## config.mk

```make
export PLATFORM = sky130hd
export DESIGN_NAME = race_initiator
export DESIGN_NICKNAME = d
export VERILOG_FILES = /design/src/rtl/race_initiator.sv
export SDC_FILE = /design/constraint.sdc
export NUM_CORES = 1
export LEC_CHECK = 0
export CAP_MARGIN = 20
export CORE_ASPECT_RATIO = 1.1
export CORE_MARGIN = 1
export CORE_UTILIZATION = 35
export DETAILED_ROUTE_END_ITERATION = 10
export PLACE_DENSITY = 0.63
export SYNTH_ARGS = -nofsm -noshare
export SYNTH_HDL_FRONTEND = slang
export SYNTH_SLANG_ARGS = --single-unit
```

## constraint.sdc

```tcl
create_clock -name clk -period 4.6 [get_ports clk]
set_clock_uncertainty 0.15 [all_clocks]
set_input_delay 0.69 -clock clk [delete_from_list [all_inputs] [get_ports clk]]
set_output_delay 0.69 -clock clk [all_outputs]
set_load 0.02 [all_outputs]
```

## src/rtl/race_initiator.sv

```systemverilog
// Initiator side of the four-phase start/done handshake: runs a programmed
// number of races per go pulse, measuring response latency and flagging timeouts.
module race_initiator #(
  parameter int CNT_W   = 16,
  parameter int RACES_W = 8,
  parameter int TIMEOUT = 1000,
  parameter int GAP_CYC = 4
) (
  input  logic               clk,
  input  logic               rst_l,
  input  logic               go,
  input  logic [RACES_W-1:0] num_races,
  input  logic               done,
  output logic               start,
  output logic               busy,
  output logic               finished,
  output logic               timeout_err,
  output logic [CNT_W-1:0]   last_lat,
  output logic [CNT_W-1:0]   max_lat,
  output logic [RACES_W-1:0] race_count
);

  localparam logic [2:0] S_IDLE = 3'd0;
  localparam logic [2:0] S_GAP  = 3'd1;
  localparam logic [2:0] S_REQ  = 3'd2;
  localparam logic [2:0] S_REL  = 3'd3;
  localparam logic [2:0] S_FIN  = 3'd4;

  localparam int               GAP_W      = $clog2(GAP_CYC + 1);
  localparam logic [GAP_W-1:0] GAP_LIM    = GAP_W'(GAP_CYC);
  localparam logic [CNT_W-1:0] TIMEOUT_M1 = CNT_W'(TIMEOUT - 1);

  logic [2:0]         state_reg;
  logic [GAP_W-1:0]   gap_cnt_reg;
  logic [CNT_W-1:0]   lat_cnt_reg;
  logic [RACES_W-1:0] num_reg;
  logic [RACES_W-1:0] races_reg;
  logic               aborted_reg;

  logic [CNT_W-1:0]   lat_next;
  logic [RACES_W-1:0] races_next;

  // Latency counts the edge that samples done as well, saturating at all-ones.
  assign lat_next   = (lat_cnt_reg == '1) ? '1 : lat_cnt_reg + 1'b1;
  // Completed plus aborted races, compared for equality against the latched count.
  assign races_next = races_reg + 1'b1;

  always_ff @(posedge clk or negedge rst_l) begin
    if (!rst_l) begin
      state_reg   <= S_IDLE;
      gap_cnt_reg <= '0;
      lat_cnt_reg <= '0;
      num_reg     <= '0;
      races_reg   <= '0;
      aborted_reg <= 1'b0;
      start       <= 1'b0;
      busy        <= 1'b0;
      finished    <= 1'b0;
      timeout_err <= 1'b0;
      last_lat    <= '0;
      max_lat     <= '0;
      race_count  <= '0;
    end else begin
      finished <= 1'b0;
      case (state_reg)
        S_IDLE: begin
          if (go) begin
            busy <= 1'b1;
            if (num_races != '0) begin
              num_reg     <= num_races;
              races_reg   <= '0;
              race_count  <= '0;
              max_lat     <= '0;
              last_lat    <= '0;
              timeout_err <= 1'b0;
              gap_cnt_reg <= '0;
              state_reg   <= S_GAP;
            end else begin
              state_reg <= S_FIN;
            end
          end
        end

        S_GAP: begin
          if (gap_cnt_reg >= GAP_LIM && !done) begin
            start       <= 1'b1;
            lat_cnt_reg <= '0;
            aborted_reg <= 1'b0;
            state_reg   <= S_REQ;
          end else if (gap_cnt_reg < GAP_LIM) begin
            gap_cnt_reg <= gap_cnt_reg + 1'b1;
          end
        end

        S_REQ: begin
          if (done) begin
            last_lat    <= lat_next;
            if (lat_next > max_lat) max_lat <= lat_next;
            start       <= 1'b0;
            lat_cnt_reg <= '0;
            state_reg   <= S_REL;
          end else if (lat_cnt_reg == TIMEOUT_M1) begin
            timeout_err <= 1'b1;
            aborted_reg <= 1'b1;
            start       <= 1'b0;
            lat_cnt_reg <= '0;
            state_reg   <= S_REL;
          end else begin
            lat_cnt_reg <= lat_cnt_reg + 1'b1;
          end
        end

        S_REL: begin
          if (!done) begin
            if (!aborted_reg) race_count <= race_count + 1'b1;
            races_reg <= races_next;
            if (races_next == num_reg) begin
              state_reg <= S_FIN;
            end else begin
              gap_cnt_reg <= '0;
              state_reg   <= S_GAP;
            end
          end else if (lat_cnt_reg == TIMEOUT_M1) begin
            // Responder stuck high: abandon the rest of the run.
            timeout_err <= 1'b1;
            state_reg   <= S_FIN;
          end else begin
            lat_cnt_reg <= lat_cnt_reg + 1'b1;
          end
        end

        S_FIN: begin
          finished  <= 1'b1;
          busy      <= 1'b0;
          state_reg <= S_IDLE;
        end

        default: begin
          start     <= 1'b0;
          busy      <= 1'b0;
          state_reg <= S_IDLE;
        end
      endcase
    end
  end

endmodule
```

==> flow_summary.yaml, run 1 <==
die:
  ios: 56
  floorplan.die_area_sq_um: 14300
  die_h_um: 125
  core_area_sq_um: 13300
  die_w_um: 114
  rows: 44
  start_util_pct: 36.2
yosys:
  synth_area_leaders: "dfrtp_1 43%, nand2_1 6.6%, ha_1 5.2%, inv_1 3.0%, mux2i_1 2.9%"
  synth_adder_area_share_pct: 5.19
  muxShareOfSynthArea_pct: 4.54
  synth_largest_area_cell: "dfrtp_1"
  ys.flop_type: "dfrtp_1"
  synth.distinct_cells: 63
  syn_area_per_cell_sq_um: 9.03
  ys.warnings.count: 0
  synth_top_area_share_pct: 43.1
  synth-xor-area-share_pct: 4.18
  synth_area_sq_um: 4820
  synth_edf_count: 0
  ys_seq_area_share_pct: 43.1
  synth-simple-area-share_pct: 21.5
  synth_compound_area_share_pct: 16.3
  syn-num-nets: 566
  synth_top_family_by_area: "simple AND/OR/NAND/NOR gates"
  synthArstFlopShare_pct: 100
  synth_seq_cells: 83
  synth_cells: 534
worst_setup_path:
  r2r-start: "lat_cnt_reg[0]$_DFFE_PN0P_"
  cp.required_ns: 4.70
  critPathLaunchType: "flop"
  cp_slowest_cell: "nor3_1"
  cp.arrival_ns: 4.20
  reg2reg_slack_ns: 0.50
  worstSetupEndpointType: "flop"
  cp_max_fo: 14
  r2r_end: "max_lat[3]$_DFFE_PN0P_"
  cp_slowest_stage_delay_ns: 0.53
  crit_chain: "ha_1 -> nand2_1 -> nor3_1 -> nand3b_1 -> and2_1 -> inv_1 -> ha_1 -> a21o_1 -> a21oi_1 -> nor3b_1 -> o21bai_1 -> a311o_1 -> buf_4 -> mux2i_1"
  critPathMostFrequentCell: "ha_1"
  critPathKind: "reg -> reg"
  rr_worst_depth: 14
clocking:
  clkTransAtPathRegs_ns: 0.06
  cts-root-buf: "clkbuf_16"
  hold_buffers: 0
  ctsLongestPathBuffers: 2
  htreeDepth: 3
  cts.sinks: 83
  cts_buffers: 9
  cts_tree: "built"
  ctsResizeCount: 0
  clkLatencyLatePin_ns: 0.34
  post_cts_buffers: 0
placement:
  port_buffers: 55
  place.gp.congestion: 0.854
  dp_slack_ns: 0.517
  dp_hpwl_um: 8190
  dp.cells: 755
routing:
  avgViaCountPerCell: 5.22
  wl_per_cell_um: 14.9
  drc_errors: 0
  drtAntennaViolNets: 0
  vias: 4030
  drt_iter0_drc: 200
  firstDrtPassIters: 4
  wl_um: 11500
pwr:
  p_int_w: 0.00165
  power.density_nw_per_um2: 445
  p_comb_share_pct: 34.3
  pwr-share-seq_pct: 37.9
  leakagePower_nw: 2.63
  irDropWorstVdd_v: 0.000303
  p_sw_share_pct: 36.4
  p_total_w: 0.00259
  clkPwrFrac_pct: 27.8
  power.switching_w: 0.000945
finish:
  drive_gt1_share_pct: 5.78
  multi_input_area_sq_um: 2490
  utilization_pct: 43.8
  area_delta_synth_final_pct: 20.9
  insertedDiodeCount: 0
  seqCellArea_sq_um: 2080
  nNetsFinal: 615
  fillers: 1300
  fin_cells: 772
global_routing:
  met3_usage_pct: 3.15
  met2_usage_pct: 28.6
  grt_usage_pct: 17.2
  grt_pass1_wl_um: 19500
  grt_overflow: 0
  first_global_vias: 3940
  grt_util_met1_pct: 21.9
  grt_max_degree: 84
  antenna_found_initial: 0
  grt-busiest-layer: "met2"
timing:
  setup_slack_ns: 0.499
  rsz0062_at_grt: "false"
  fin_crit_sh_pct: 89.1
  tns_ns: 0
  fmax_mhz: 244
  max_slew.worst_pin.slew_ns: 1.01
  relSlewSlack_pct: 32.6
  finalSetupViolCount: 0
  min_period_ns: 4.10
  finalHoldViolations: 0
  slew_violations: 0
status:
  outcome: "complete, no violations"
flow_run:
  drv_cap: 0
hold_path:
  hp-class: "in -> async"
final cells by class:
type | count | area share [%]
Clock inverter | 2 | 0.601
Sequential cell | 83 | 35.6
Tap cell | 184 | 3.95
Inverter | 39 | 2.51
Multi-Input combinational cell | 391 | 42.7
Clock buffer | 14 | 4.35
Timing Repair Buffer | 59 | 10.3
metal layers:
layer  share of wire (%)  wire length, um
met2                  49             5660
met5                   0                0
met4                 2.0              226
met1                  45             5180
met3                 4.0              456
placed cells by master, fill, tap and decap left out, types with 5 or more instances in the layout:
cell type / count
nor3_1: 11
a22o_1: 6
nor2_1: 37
a31oi_1: 11
xnor2_1: 12
nand2b_1: 9
a21oi_1: 27
xor2_1: 11
a21o_1: 5
and3_1: 7
nand3_1: 12
nand2_1: 85
nand4_1: 13
or3_1: 5
ha_1: 20
clkdlybuf4s50_1: 54
o21ai_0: 21
dfrtp_1: 83
o21ai_1: 15
and2_1: 7
inv_1: 38
clkbuf_16: 9
mux2i_1: 14
o21a_1: 7
worst max path at each step:
stage,startpoint,to
after floorplan,lat_cnt_reg[0]$_DFFE_PN0P_,max_lat[2]$_DFFE_PN0P_
after global placement,lat_cnt_reg[0]$_DFFE_PN0P_,max_lat[2]$_DFFE_PN0P_
after detailed placement,lat_cnt_reg[0]$_DFFE_PN0P_,max_lat[3]$_DFFE_PN0P_
after CTS,lat_cnt_reg[0]$_DFFE_PN0P_,max_lat[3]$_DFFE_PN0P_
after global routing,lat_cnt_reg[0]$_DFFE_PN0P_,max_lat[3]$_DFFE_PN0P_
final,lat_cnt_reg[0]$_DFFE_PN0P_,max_lat[3]$_DFFE_PN0P_
synthesized netlist by cell type (12+ instances only):
master,number
nand4_1,13
nor2_1,37
o21ai_1,15
o21ai_0,21
inv_1,38
xnor2_1,12
nand2_1,85
mux2i_1,14
dfrtp_1,83
a21oi_1,27
ha_1,20
nand3_1,12
power by group through the flow:
stage / Clock (W) / Sequential, W / Combinational [W]
after global routing: 0.000770 / 0.00100 / 0.00101
after global placement: 0 / 0.000988 / 0.000869
final: 0.000721 / 0.000983 / 0.000889
after CTS: 0.000742 / 0.000982 / 0.000894
after floorplan: 0 / 0.000985 / 0.000646
after detailed placement: 0 / 0.000994 / 0.000885
worst max-delay path, delay by kind of cell (launching register included):
family / cells / cell delay [ns]
AOI/OAI and AO/OA: 4 / 0.95
buffers and inverters: 2 / 0.36
and+or+nand+nor: 5 / 1.44
DFF: 1 / 0.39
adders and majority gates: 2 / 0.49
muxes: 1 / 0.23
cell families after synthesis:
family          count (synthesis)
simple gates                  209
compound gates                118
flops                          83
buf+inv                        60
xor+xnor                       23
mux                            21
fa+ha+maj                      20
per-stage QoR:
step,cell area (sq um),hold slack (ns)
after floorplan,4820,0.244
after global placement,5520,0.321
after detailed placement,5520,0.330
after CTS,5810,0.350
after global routing,5830,0.132
final,5830,0.110
Note: power is estimated with default switching activity, not from simulation.
==> inputs of run 2 (changes only) <==
- CORE_UTILIZATION: 35 -> 50
- GPL_TIMING_DRIVEN: not set -> 0
- PLACE_DENSITY: 0.63 -> 0.81
==> run 2 against run 1 <==
Compared with the run above: cell count decreased by 6.3%; global-route usage increased by 8.5 points; hold slack got worse by 0.045 ns; largest cell class unchanged; critical endpoint unchanged.
==> flow_summary.yaml, run 2 (same netlist as run 1, synthesis figures left out) <==
worst_setup_path:
  cp.arrival_ns: 4.34
  critPathLaunchType: "flop"
  cp.required_ns: 4.74
  reg2reg_slack_ns: 0.40
  worstSetupEndpointType: "flop"
  cp_max_fo: 10
  critPathKind: "reg -> reg"
timing:
  fmax_mhz: 238
  setup_slack_ns: 0.396
  finalHoldViolations: 0
  slew_violations: 0
  max_slew.worst_pin.slew_ns: 0.916
  min_period_ns: 4.20
  finalSetupViolCount: 0
  hold_ws_ns: 0.0647
  relSlewSlack_pct: 38.4
  rsz0062_at_grt: "false"
  fin_crit_sh_pct: 91.4
placement:
  place.gp.congestion: 0.888
  dp_slack_ns: 0.246
  dp_hpwl_um: 8800
  port_buffers: 55
  dp.cells: 707
  placed_area_sq_um: 5550
finish:
  stdcell_area_sq_um: 5760
  insertedDiodeCount: 0
  utilization_pct: 61.6
  area_delta_synth_final_pct: 19.4
  final_common_cell: "nand2_1"
  nNetsFinal: 633
  drive_gt1_share_pct: 7.76
  fin_cells: 723
  layout_common_cells: "85 x nand2_1, 83 x dfrtp_1, 54 x clkdlybuf4s50_1"
  fillers: 795
pwr:
  leakagePower_nw: 2.64
  power.density_nw_per_um2: 436
  irDropWorstVdd_v: 0.000299
global_routing:
  grt_usage_pct: 25.7
  antenna_found_initial: 0
  first_global_vias: 4230
  grt_overflow: 0
  grt_pass1_wl_um: 20000
  grt_max_degree: 61
clocking:
  cts_tree: "built"
  clkTransAtPathRegs_ns: 0.09
  cts_buffers: 9
  cts.sinks: 83
  htreeDepth: 3
  hold_buffers: 0
  ctsLongestPathBuffers: 2
  cts-root-buf: "clkbuf_8"
  clkLatencyLatePin_ns: 0.36
routing:
  wl_um: 12000
  avgViaCountPerCell: 5.89
  wl_per_cell_um: 16.6
  drtAntennaViolNets: 0
  drt_iter0_drc: 133
  vias: 4260
  drc_errors: 0
  firstDrtPassIters: 5
die:
  die_h_um: 105
  ios: 56
  start_util_pct: 51.6
  die_w_um: 95.6
  core_area_sq_um: 9350
  floorplan.die_area_sq_um: 10000
  rows: 37
flow_run:
  drv_cap: 0
hold_path:
  hp-class: "in -> async"
status:
  outcome: "complete, no violations"
-- run 2: power breakdown --
group	internal (W)	switching, W	total, W
registers	0.000843	0.000115	0.000958
logic	0.000403	0.000587	0.000991
clock network	0.000272	0.000290	0.000561
total	0.00152	0.000992	0.00251
-- run 2: worst paths after layout --
check                                           start                          to  depth (start not counted)
max                        lat_cnt_reg[0]$_DFFE_PN0P_      max_lat[3]$_DFFE_PN0P_                         14
min in group clk              last_lat[7]$_DFFE_PN0P_     last_lat[7]$_DFFE_PN0P_                          2
min reg2reg                   last_lat[7]$_DFFE_PN0P_     last_lat[7]$_DFFE_PN0P_                          2
max in group asynchronous                       rst_l  lat_cnt_reg[4]$_DFFE_PN0P_                          2
max reg2reg                lat_cnt_reg[0]$_DFFE_PN0P_      max_lat[3]$_DFFE_PN0P_                         14
min                                             rst_l      num_reg[4]$_DFFE_PN0P_                          1
-- run 2: per-stage QoR --
step | TNS (ns) | total power (W)
final | 0 | 0.00251
after CTS | 0 | 0.00251
after detailed placement | 0 | 0.00194
after floorplan | 0 | 0.00163
after global placement | -22.28 | 0.00189
after global routing | 0 | 0.00267
-- run 2: cell type report --
cell class	instances	area [sq um]	share of cell area, %
Buffer	21	108	1.87
Clock buffer	10	138	2.39
Clock inverter	6	72.6	1.26
Inverter	39	146	2.54
Multi-Input combinational cell	391	2500	43.4
Sequential cell	83	2080	36.1
Tap cell	117	146	2.54
Timing Repair Buffer	56	576	9.99
-- run 2: critical path, stage by stage, from the launching register on --
cell	delay, ns
dfrtp_1	0.41
ha_1	0.27
nand2_1	0.11
nor3_2	0.39
nand2_1	0.18
nor2_1	0.22
mux2i_1	0.38
inv_1	0.09
ha_1	0.28
nand4_1	0.13
nor4_1	0.35
a311o_1	0.16
clkbuf_1	0.36
buf_2	0.40
mux2i_1	0.24
-- run 2: per-layer routing --
| metal | routed length [um] | up-vias | global-route usage, % |
|---|---|---|---|
| met2 | 6020 | 132 | 41.9 |
| met4 | 408 | 0 | 13.6 |
| met1 | 4990 | 2101 | 31.6 |
| met3 | 576 | 32 | 5.17 |
| li1 | - | 1995 | - |
| met5 | 0 | - | 0 |
-- run 2: what timing repair did --
action / 4_1_cts / 5_1_grt
resized for setup: 0 / 1
setup buffers: 0 / 0
setup endpoints to repair: 0 / 10
==> inputs of run 3 (changes only) <==
- SKIP_CTS_REPAIR_TIMING: not set -> 1
==> results of run 3 <==
No change in the layout: final DEF, timing and power equal those of run 2.
